<file path="config.mk">
export PLATFORM = sky130hd
export DESIGN_NAME = evu_ctrl
export DESIGN_NICKNAME = d
export VERILOG_FILES = /design/src/rtl/ariane_pkg.sv /design/src/rtl/evu_counter.sv /design/src/rtl/evu_ctrl.sv
export SDC_FILE = /design/constraint.sdc
export NUM_CORES = 1
export LEC_CHECK = 0
export ABC_AREA = 1
export ABC_CLOCK_PERIOD_IN_PS = 4500
export BUFFER_PORTS_ARGS = -buffer_cell sky130_fd_sc_hd__buf_2
export CAP_MARGIN = 20
export CORE_MARGIN = 5
export CORE_UTILIZATION = 55
export CTS_BUF_LIST = sky130_fd_sc_hd__clkbuf_8
export DETAILED_ROUTE_END_ITERATION = 16
export GPL_TIMING_DRIVEN = 0
export PLACE_DENSITY_LB_ADDON = 0.08
export SYNTH_ARGS = -nofsm -noshare
export SYNTH_HDL_FRONTEND = slang
export SYNTH_SLANG_ARGS = --single-unit
</file>
<file path="constraint.sdc">
create_clock -name clk_i -period 4.5 [get_ports clk_i]
set_input_delay 0.9 -clock clk_i [delete_from_list [all_inputs] [get_ports clk_i]]
set_output_delay 0.9 -clock clk_i [all_outputs]
set_load 0.01 [all_outputs]
</file>
<file path="src/rtl/ariane_pkg.sv">
// Shared types and constants for the evu_ctrl performance-event counter block.
package ariane_pkg;

  typedef enum logic [1:0] {
    IDLE = 2'd0,
    RUN  = 2'd1,
    DONE = 2'd2
  } evu_state_e;

  // Bit order matches the EVSEL register: [5] irq_en, [4] enable, [3:0] sel.
  typedef struct packed {
    logic       irq_en;
    logic       enable;
    logic [3:0] sel;
  } evsel_t;

  localparam logic [3:0] EVU_ADDR_CTRL        = 4'd0;
  localparam logic [3:0] EVU_ADDR_WINDOW      = 4'd1;
  localparam logic [3:0] EVU_ADDR_STATUS      = 4'd2;
  localparam logic [3:0] EVU_ADDR_OVFCLR      = 4'd3;
  localparam logic [3:0] EVU_ADDR_CNT_BASE    = 4'd4;
  localparam logic [3:0] EVU_ADDR_EVSEL_BASE  = 4'd8;
  localparam logic [3:0] EVU_ADDR_SHADOW_BASE = 4'd12;

  localparam logic [3:0] EVU_SEL_CYCLES      = 4'd0;
  localparam logic [3:0] EVU_SEL_RESERVED    = 4'd1;
  localparam logic [3:0] EVU_SEL_ICACHE_MISS = 4'd2;
  localparam logic [3:0] EVU_SEL_IF_EMPTY    = 4'd15;

endpackage

</file>
<file path="src/rtl/evu_counter.sv">
// One event counter: event-select mux, wrapping increment, sticky overflow flag.
module evu_counter
  import ariane_pkg::*;
#(
  parameter int unsigned CNT_W = 32
) (
  input  logic             clk_i,
  input  logic             rst_ni,
  input  logic             run_i,
  input  logic             clr_i,
  input  logic [15:0]      evt_i,
  input  evsel_t           evsel_i,
  input  logic             we_i,
  input  logic [CNT_W-1:0] wdata_i,
  input  logic             w1c_i,
  output logic [CNT_W-1:0] cnt_o,
  output logic             ovf_o
);

  logic [CNT_W-1:0] r_cnt;
  logic             r_ovf;
  logic             w_evt;
  logic             w_inc;
  logic             w_wrap;

  always_comb begin
    w_evt = 1'b0;
    case (evsel_i.sel)
      EVU_SEL_CYCLES:   w_evt = 1'b1;
      EVU_SEL_RESERVED: w_evt = 1'b0;
      default:          w_evt = evt_i[evsel_i.sel];
    endcase
  end

  assign w_inc  = run_i & evsel_i.enable & w_evt;
  assign w_wrap = w_inc & (&r_cnt);

  // A software write to the counter swallows a coincident increment and its wrap.
  always_ff @(posedge clk_i or negedge rst_ni) begin
    if (!rst_ni) begin
      r_cnt <= '0;
      r_ovf <= 1'b0;
    end else if (clr_i) begin
      r_cnt <= '0;
      r_ovf <= 1'b0;
    end else begin
      if (we_i) begin
        r_cnt <= wdata_i;
      end else if (w_inc) begin
        r_cnt <= r_cnt + CNT_W'(1);
      end
      r_ovf <= (r_ovf & ~w1c_i) | (w_wrap & ~we_i);
    end
  end

  assign cnt_o = r_cnt;
  assign ovf_o = r_ovf;

endmodule

</file>
<file path="src/rtl/evu_ctrl.sv">
// Performance-event counter controller: register port, measurement FSM, irq.
// Optional EVU_SHADOW_EN snapshots the counters into SHADOW[i] on entry to DONE.
module evu_ctrl
  import ariane_pkg::*;
#(
  parameter int unsigned NUM_CNT = 4,
  parameter int unsigned CNT_W   = 32,
  parameter int unsigned NUM_EVT = 16
) (
  input  logic                 clk_i,
  input  logic                 rst_ni,
  input  logic [NUM_EVT-1:0]   evt_i,
  input  logic                 cfg_req_i,
  input  logic                 cfg_we_i,
  input  logic [3:0]           cfg_addr_i,
  input  logic [31:0]          cfg_wdata_i,
  output logic                 cfg_gnt_o,
  output logic                 cfg_rvalid_o,
  output logic [31:0]          cfg_rdata_o,
  output logic [4*NUM_CNT-1:0] sel_o,
  output logic                 ovf_irq_o,
  output logic                 window_done_o
);

  evu_state_e         r_state, w_state_nxt;
  logic [31:0]        r_window, r_win_cnt, w_win_cnt_nxt;
  evsel_t             r_evsel [NUM_CNT];
  logic [CNT_W-1:0]   w_cnt [NUM_CNT];
  logic [NUM_CNT-1:0] w_ovf, w_irq_src, w_cnt_we;
  logic               r_rvalid, r_irq;
  logic [31:0]        r_rdata, w_rdata;
  logic               w_wr, w_rd, w_ctrl_wr, w_start, w_stop, w_clr, w_w1c, w_run;

  assign w_wr      = cfg_req_i & cfg_we_i;
  assign w_rd      = cfg_req_i & ~cfg_we_i;
  assign w_ctrl_wr = w_wr && (cfg_addr_i == EVU_ADDR_CTRL);
  assign w_start   = w_ctrl_wr & cfg_wdata_i[0];
  assign w_stop    = w_ctrl_wr & cfg_wdata_i[1];
  assign w_clr     = w_ctrl_wr & cfg_wdata_i[2];
  assign w_w1c     = w_wr && (cfg_addr_i == EVU_ADDR_OVFCLR);
  assign w_run     = (r_state == RUN);

  // A zero window counter while in RUN means unbounded: it never decrements.
  always_comb begin
    w_state_nxt   = r_state;
    w_win_cnt_nxt = r_win_cnt;
    if (w_start) begin
      w_state_nxt   = RUN;
      w_win_cnt_nxt = r_window;
    end else if ((w_stop || w_clr) && (r_state != IDLE)) begin
      w_state_nxt = IDLE;
    end else if (w_run && (r_win_cnt != '0)) begin
      w_win_cnt_nxt = r_win_cnt - 32'd1;
      if (r_win_cnt == 32'd1) begin
        w_state_nxt = DONE;
      end
    end
  end

  always_ff @(posedge clk_i or negedge rst_ni) begin
    if (!rst_ni) begin
      r_state   <= IDLE;
      r_win_cnt <= '0;
      r_window  <= '0;
      for (int unsigned i = 0; i < NUM_CNT; i++) begin
        r_evsel[i] <= '0;
      end
    end else begin
      r_state   <= w_state_nxt;
      r_win_cnt <= w_win_cnt_nxt;
      if (w_wr && (cfg_addr_i == EVU_ADDR_WINDOW)) begin
        r_window <= cfg_wdata_i;
      end
      for (int unsigned i = 0; i < NUM_CNT; i++) begin
        if (w_wr && (cfg_addr_i == EVU_ADDR_EVSEL_BASE + 4'(i))) begin
          r_evsel[i] <= evsel_t'(cfg_wdata_i[5:0]);
        end
      end
    end
  end

  for (genvar g = 0; g < NUM_CNT; g++) begin : g_cnt
    assign w_cnt_we[g]  = w_wr && (cfg_addr_i == EVU_ADDR_CNT_BASE + 4'(g));
    assign w_irq_src[g] = w_ovf[g] & r_evsel[g].irq_en;
    assign sel_o[4*g +: 4] = r_evsel[g].sel;

    evu_counter #(
      .CNT_W (CNT_W)
    ) u_counter (
      .clk_i   (clk_i),
      .rst_ni  (rst_ni),
      .run_i   (w_run),
      .clr_i   (w_clr),
      .evt_i   (evt_i),
      .evsel_i (r_evsel[g]),
      .we_i    (w_cnt_we[g]),
      .wdata_i (cfg_wdata_i[CNT_W-1:0]),
      .w1c_i   (w_w1c & cfg_wdata_i[g]),
      .cnt_o   (w_cnt[g]),
      .ovf_o   (w_ovf[g])
    );
  end

`ifdef EVU_SHADOW_EN
  logic [CNT_W-1:0] r_shadow [NUM_CNT];
  logic             r_snap;

  // The copy lands one cycle after DONE entry from the (then frozen) counters;
  // reads during that cycle bypass to the live counters so the timing matches.
  always_ff @(posedge clk_i or negedge rst_ni) begin
    if (!rst_ni) begin
      r_snap <= 1'b0;
      for (int unsigned i = 0; i < NUM_CNT; i++) begin
        r_shadow[i] <= '0;
      end
    end else begin
      r_snap <= (w_state_nxt == DONE) && (r_state != DONE);
      for (int unsigned i = 0; i < NUM_CNT; i++) begin
        if (r_snap) begin
          r_shadow[i] <= w_cnt[i];
        end
      end
    end
  end
`endif

  always_comb begin
    w_rdata = '0;
    case (cfg_addr_i[3:2])
      2'b00: begin
        if (cfg_addr_i == EVU_ADDR_WINDOW) begin
          w_rdata = r_window;
        end else if (cfg_addr_i == EVU_ADDR_STATUS) begin
          w_rdata[1:0]         = r_state;
          w_rdata[8 +: NUM_CNT] = w_ovf;
        end
      end
      2'b01: begin
        for (int unsigned i = 0; i < NUM_CNT; i++) begin
          if (cfg_addr_i[1:0] == 2'(i)) w_rdata = 32'(w_cnt[i]);
        end
      end
      2'b10: begin
        for (int unsigned i = 0; i < NUM_CNT; i++) begin
          if (cfg_addr_i[1:0] == 2'(i)) w_rdata = 32'(r_evsel[i]);
        end
      end
`ifdef EVU_SHADOW_EN
      2'b11: begin
        for (int unsigned i = 0; i < NUM_CNT; i++) begin
          if (cfg_addr_i[1:0] == 2'(i)) w_rdata = r_snap ? 32'(w_cnt[i]) : 32'(r_shadow[i]);
        end
      end
`endif
      default: ;
    endcase
  end

  always_ff @(posedge clk_i or negedge rst_ni) begin
    if (!rst_ni) begin
      r_rvalid <= 1'b0;
      r_rdata  <= '0;
      r_irq    <= 1'b0;
    end else begin
      r_rvalid <= cfg_req_i;
      r_rdata  <= w_rd ? w_rdata : '0;
      r_irq    <= |w_irq_src;
    end
  end

  assign cfg_gnt_o     = cfg_req_i;
  assign cfg_rvalid_o  = r_rvalid;
  assign cfg_rdata_o   = r_rdata;
  assign ovf_irq_o     = r_irq;
  assign window_done_o = (r_state == DONE);

endmodule
</file>
# After elaboration in Yosys (flattened, before gate mapping)
# Index checks and enable logic that the tools add are counted.
word_totals:
  out_inout_bits: 52
  register_bits: 256
  elab_cells: 193
  input_bits: 56
op_classes:
  n_bitwise: 46
  magnitude_cmp: 4
  reduce_logical: 37
  addsub: 5
  n_mux: 51
  eq_ne: 24
op_table:
  columns: ["operator", "n"]
  rows:
  - ["$mux 32", 23]
  - ["$add 32x1->32 const B", 4]
  - ["$reduce_and 32->1", 4]
  - ["$pmux 32 s3", 1]
  - ["$and 1x1->1", 33]
  - ["$eq 32x1->1 const B", 1]
  - ["$reduce_bool 32->1", 1]
  - ["$sub 32x1->32 const B", 1]
  - ["$eq 4x1->1 const B", 5]
  - ["$logic_not 4->1", 5]
  - ["$lt 4x5->1 const B", 4]
  - ["$mux 20", 1]
  - ["$reduce_bool 3->1", 6]
  - ["$bmux 1 s4", 4]
  - ["$eq 4x3->1 const B", 4]
  - ["$eq 4x4->1 const B", 4]
  - ["$logic_and 1x1->1", 13]
  - ["$mux 2", 6]
  - ["$mux 6", 2]
  - ["$not 1->1", 9]
  - ["$eq 2x2->1 const B", 4]
  - ["$eq 4x2->1 const B", 2]
  - ["$mux 1", 8]
  - ["$mux 4", 2]
  - ["9 further kinds", 20]

# Logic depth before layout (Yosys ltp)
depth:
  word_depth: 8
  ltp_mapped: 13
  ltp_nobuf: 12

# By module
# A second synthesis with hierarchy kept.
hier_totals:
  hier_cells: 2933
  area_unflattened_um2: 18855.6
modules_own_cells:
  columns: ["mod", "cells_each", "area_each_um2", "seq_area_each_um2", "instances"]
  rows:
  - ["evu_counter", 491, 2897.8, 825.8, 4]
  - ["evu_ctrl", 969, 7264.5, 3103.0, 1]

# Worst setup path after synthesis
# OpenSTA, ideal clock, no wires.
synth_timing:
  path_type: "input to register"
  startpoint: "input cfg_addr_i[0]"
  endpoint: "register g_cnt[2].u_counter.r_cnt[26]"
  path_buffers: 3
  t_required_ns: 4.381
  arrival_ns: 2.074
  cell_stages: 13
  path_slack_ns: 2.307
  setup_time_ns: 0.119
  cell_sequence: "buf_4 -> inv_4 -> nand2_4 -> inv_2 -> nand2_2 -> inv_2 -> nor2_1 -> nand2_2 -> inv_2 -> buf_4 -> buf_6 -> nand2_1 -> nand2_1"
synth_between:
  elab_chain_cells: 4
synth_rtl:
  columns: ["item", "line", "rtl"]
  rows:
  - ["start: declaration", "evu_ctrl.sv:15", "input logic [3:0] cfg_addr_i,"]
  - ["$eq 4x3->1 / $logic_not 4->1 (equally long branches)", "evu_ctrl.sv:83, evu_ctrl.sv:36", null]
  - ["$logic_and 1x1->1 (on tied branches)", "evu_ctrl.sv:83, evu_ctrl.sv:36", null]
  - ["$mux 32 / $and 1x1->1 (equally long branches)", "evu_counter.sv:47, evu_ctrl.sv:39", null]
  - ["$mux 32 / $reduce_bool 3->1 (equally long branches)", null, null]
  - ["end signal: assignment", "evu_counter.sv:48", "r_cnt <= wdata_i;"]
  - ["end signal: assignment", "evu_counter.sv:50", "r_cnt <= r_cnt + CNT_W'(1);"]
  - ["end: declaration", "evu_counter.sv:20", "logic [CNT_W-1:0] r_cnt;"]
# Parallel ways exist; a longest one is shown, timed or not.
# A chain may end at the register's enable or synchronous reset.

# Worst setup path in the final report
layout_timing:
  startpoint: "register g_cnt[1].u_counter.r_cnt[1]"
  endpoint: "register g_cnt[1].u_counter.r_ovf"
layout_between:
  elab_chain_cells: 5
layout_rtl:
  columns: ["item", "line", "rtl"]
  rows:
  - ["start: declaration", "evu_counter.sv:20", null]
  - ["start signal: assignment", "evu_counter.sv:48", null]
  - ["start signal: assignment", "evu_counter.sv:50", null]
  - ["$reduce_and 32->1", "evu_counter.sv:36", "assign w_wrap = w_inc & (&r_cnt);"]
  - ["$and 1x1->1", "evu_counter.sv:36", null]
  - ["$and 1x1->1", "evu_counter.sv:52", "r_ovf <= (r_ovf & ~w1c_i) | (w_wrap & ~we_i);"]
  - ["$or 1x1->1", "evu_counter.sv:52", null]
  - ["$mux 1", "evu_counter.sv:43", "end else if (clr_i) begin"]
  - ["end signal: assignment", "evu_counter.sv:52", null]
  - ["end: declaration", "evu_counter.sv:21", "logic r_ovf;"]
# Every way passes these cells.

==> summary by stage <==
Route
The average wire length per cell after detail routing is 22.01 µm. Using the TritonRoute via totals, the vias-per-cell ratio works out to 5.961. The number of nets still failing antenna checks after routing is 0. The number of DRC violations after detailed routing is 0. The first detailed-routing pass took 6 iterations. The final route contains 20580 vias. The detailed router finished its first iteration with 2905 violations. For this block, the routed nets add up to 76.00 mm of wire.

Timing
Setup repair after global routing left no endpoint under its margin. The slew at the pin with the worst max-slew slack is 1.011 ns. The number of slew-limit violations in the final report is 0. The minimum clock period is 2.531 ns. In the finished design, the share of the clock period the worst path needs comes to 56.25%.

The number of hold-slack violations in the final timing report came to 0. The setup TNS is 0 ns. The clock tree skew after final layout is approximately 0.044 ns. The highest attainable clock frequency is slightly below 400 MHz. Setup violations remaining at the end of the flow were counted as 0.

The worst-case headroom to the max-slew limit is 32.58%.

Synth
For this run, the register share of the synthesized area comes to a little over a third. Counting every net in the synthesized netlist gives 2889. After synthesis, the mean cell area works out to 6.310 µm². The count of unique library cells instantiated by Yosys is 43. Synthesis produced a netlist whose cell count is 2827. In this run the cell area of the synthesized design comes to between 15000 and 20000 µm². The total number of yosys warnings is 0. Synthesis inferred about 260 register bits.

Worst setup path
On the critical path, the stage with the largest delay is an instance of dfrtp_1. The largest single stage delay on the critical path is 0.57 ns. The most repeated library cell on the critical path is nand2_1. The largest delay contributor family on the critical path is simple AND/OR/NAND/NOR gates.

The top fanout value on the critical path is 5. At the worst endpoint, the required time is 5.07 ns. The start-to-end type of the worst setup path is reg2reg. The worst path buffer plus inverter count is 1.

The worst setup path is captured at a register. STA puts the critical path data arrival time at roughly 3.1 ns. The setup slack of the most critical reg-to-reg path is 1.97 ns. Walking the worst path, the cells encountered are ha_1 -> nand2_1 -> inv_1 -> nand3_1 -> nor2_1 -> nand2_1 -> nor2_1 -> nand2_1 -> nor2_1 -> nand2_1 -> a21oi_1. The critical path startpoint category is a register.

Placement
The total cell area at the placement stage is 18980 µm². The count of buffers inserted at the top-level ports is 104. At the end of routability-driven placement, the weighted congestion stood at roughly 1.1. Summed over all nets, the half-perimeter wirelength after detailed placement is 58.51 mm.

Finish
The ratio of cells with drive above 1 in the final layout is 9.565%. Registers take 6406 µm². Summing all non-filler instances in the final layout gives an area of 19910 µm². The net count of the finished layout is around 3000.

The antenna diode count is 0. In the layout the commonest cells are nand2_1, nor2_1, inv_1, nand3_1, dfrtp_1. The growth of design area from synthesis to finish is 11.61%. Cells fill 61.66% of the core in the end. The library cell used most frequently in the layout, excluding fill and tap cells, is nand2_1. In the final layout, the multi-input gates occupy 9738 µm². The total of fill cells in the finished design is 3090.

Die
The count of boundary I/O pins is around 110. The die outline width is approximately 190 µm. The initial utilization of the core area, before any placement, comes to ~55%. The floorplan step defined a die boundary enclosing 36140 µm². The area of the core is 32290 µm². The row count is 66. The vertical die dimension is 190.1 µm.

Power and ir drop
The worst-case IR drop observed on VDD is 0.0002374 V. The total power density per cell area is 444.5 nW/µm². For this design the static power due to leakage is 9.582 nW.

Outcome
The flow ran to the end, and the final reports show no timing, DRC or antenna violations.

Global routing
The number of antenna violations at the first check in global routing was 3. The maximum number of pins on one net before global-route repair is 113. Global routing used approximately a tenth of the available met3 tracks. The aggregate global-route resource usage is 41.39%. For met1 alone, demand over resource in global routing was between 50% and 60%. The most utilized layer in the global route result is met2. The number of global-route vias before repair came to about 19000. The first global-routing pass estimated 113.7 mm of wire. After global routing the overflow that remains totals 0.

For met2 alone, demand over resource in global routing was 63.82%.

Clock network
The root buffer cell is clkbuf_8. Clock-pin slew was measured on the worst setup and hold paths at 0.06 ns. The TritonCTS clock tree is done. The maximum clock insertion buffer count is 3.

The number of buffers added for setup after CTS is 0. The clock network latency to the later pin of the worst-skew pair is 0.66 ns. The clock drives 256 sinks. In this run, post-CTS repair resized a total of 0 instances. The number of buffers added by the clock tree synthesis step is 47. For this design, the CTS-stage hold fixing added 0 buffers.

The H-tree level count is 2.

Worst hold path
The path class of the tightest hold or removal check is in2async.

Job
The count of maximum capacitance violations is 0.
## routing by layer
layer | wire length [µm] | up-vias
met2 | 33220 | 1309
li1 | - | 9423
met1 | 27880 | 9521
met5 | 36 | -
met4 | 5758 | 6
met3 | 9113 | 324
## sequential cells by signal, indices dropped and copies added (netlist names)
register and count:
g_cnt.u_counter.cnt_o 128, cfg_rdata_o 32, r_win_cnt 32, r_window 32, sel_o 16, r_evsel 8, g_cnt.u_counter.ovf_o 4, r_state 2
cfg_rvalid_o 1, ovf_irq_o 1
## through the flow
| step | hold WS, ns | power (mW) | setup slack, ns | instances |
|---|---|---|---|---|
| floorplan | 0.4530 | 5.353 | 2.307 | 2827 |
| global placement | 0.4650 | 6.333 | -2.216 | 3373 |
| detailed placement | 0.4728 | 6.430 | 1.460 | 3375 |
| CTS | 0.1173 | 8.749 | 2.099 | 3453 |
| global route | 0.1377 | 9.367 | 1.909 | 3453 |
| finish | 0.1247 | 8.850 | 1.969 | 3453 |
## area by class of cell
type                    instances  area share, %
inverters                     272          5.166
plain buffers                 128          3.349
flip-flops and latches        256          32.18
repair buffers                106          2.941
well taps                     442          2.778
clock inverters                22         0.8107
multi-input cells            2171          48.91
clock buffers                  56          3.871
## Yosys cell counts
| library cell | n | area share (%) |
|---|---|---|
| buf_2 | 48 | 1.3 |
| a22oi_1 | 1 | 0.042 |
| nor2_8 | 1 | 0.11 |
| o22ai_1 | 39 | 1.4 |
| buf_4 | 23 | 0.97 |
| or2_2 | 3 | 0.11 |
| nor2_2 | 6 | 0.21 |
| nand3_4 | 1 | 0.098 |
| nand3_1 | 269 | 7.5 |
| inv_2 | 10 | 0.21 |
| inv_1 | 258 | 5.4 |
| nand2_1 | 973 | 20 |
| o21ai_1 | 49 | 1.4 |
| a211oi_1 | 1 | 0.042 |
| ha_1 | 6 | 0.42 |
| o2111ai_1 | 1 | 0.049 |
| clkinv_1 | 2 | 0.042 |
| nand2_2 | 6 | 0.21 |
| xnor2_1 | 7 | 0.34 |
| a31o_2 | 1 | 0.049 |
| mux2_2 | 2 | 0.13 |
| a2bb2oi_1 | 1 | 0.049 |
| nand3b_1 | 24 | 1.0 |
| o21ai_0 | 243 | 6.8 |
| buf_6 | 5 | 0.32 |
| a31oi_1 | 1 | 0.035 |
| nor2_1 | 326 | 6.9 |
| buf_1 | 1 | 0.021 |
| nand4_1 | 18 | 0.63 |
| and2_1 | 2 | 0.070 |
| dfrtp_1 | 256 | 36 |
| nand2_4 | 4 | 0.25 |
| o221ai_1 | 3 | 0.15 |
| inv_4 | 1 | 0.035 |
| xor2_1 | 27 | 1.3 |
| nor3_1 | 23 | 0.65 |
| clkbuf_1 | 49 | 1.0 |
| inv_6 | 1 | 0.049 |
| o21bai_1 | 1 | 0.042 |
| a21oi_1 | 106 | 3.0 |
| clkbuf_2 | 2 | 0.056 |
| nor2_4 | 3 | 0.19 |
| o211ai_1 | 23 | 0.97 |
## worst paths after layout
check                                       startpoint                      endpoint  cells past startpoint
setup reg to reg           g_cnt[1].u_counter.cnt_o[1]      g_cnt[1].u_counter.ovf_o                     11
hold reg to reg                           r_window[12]                  r_window[12]                      2
max in group asynchronous                       rst_ni  g_cnt[1].u_counter.cnt_o[26]                      2
min in group clk_i                           cfg_req_i                  cfg_rvalid_o                      1
setup / recovery           g_cnt[1].u_counter.cnt_o[1]      g_cnt[1].u_counter.ovf_o                     11
hold / removal                                  rst_ni                      sel_o[6]                      1
## kinds of logic (layout without fill, tap and decap cells)
kind of cell / count (synthesis) / in the layout / synth area share, %
AND/OR/NAND/NOR: 1659 / 1659 / 38.41
AO/OA/AOI/OAI: 470 / 470 / 13.96
buffers and inverters: 400 / 584 / 9.504
flip-flops: 256 / 256 / 35.91
XOR/XNOR: 34 / 34 / 1.669
adder cells (fa/ha/maj): 6 / 6 / 0.4208
multiplexers: 2 / 2 / 0.1262
## power by group
group / internal (mW) / switching, mW / total [mW] / leakage [nW]
clock network: 1.24 / 1.09 / 2.33 / 0.524
registers: 2.79 / 0.708 / 3.50 / 3.42
logic: 1.02 / 2.01 / 3.02 / 5.64
## worst register-to-register path, cell delays in order (launching register included)
cell and delay (ns):
dfrtp_1 0.57, ha_1 0.29, nand2_1 0.06, inv_1 0.09
nand3_1 0.14, nor2_1 0.21, nand2_1 0.14, nor2_1 0.14
nand2_1 0.06, nor2_1 0.52, nand2_1 0.11, a21oi_1 0.14
Note: power is estimated with default switching activity, not from simulation.
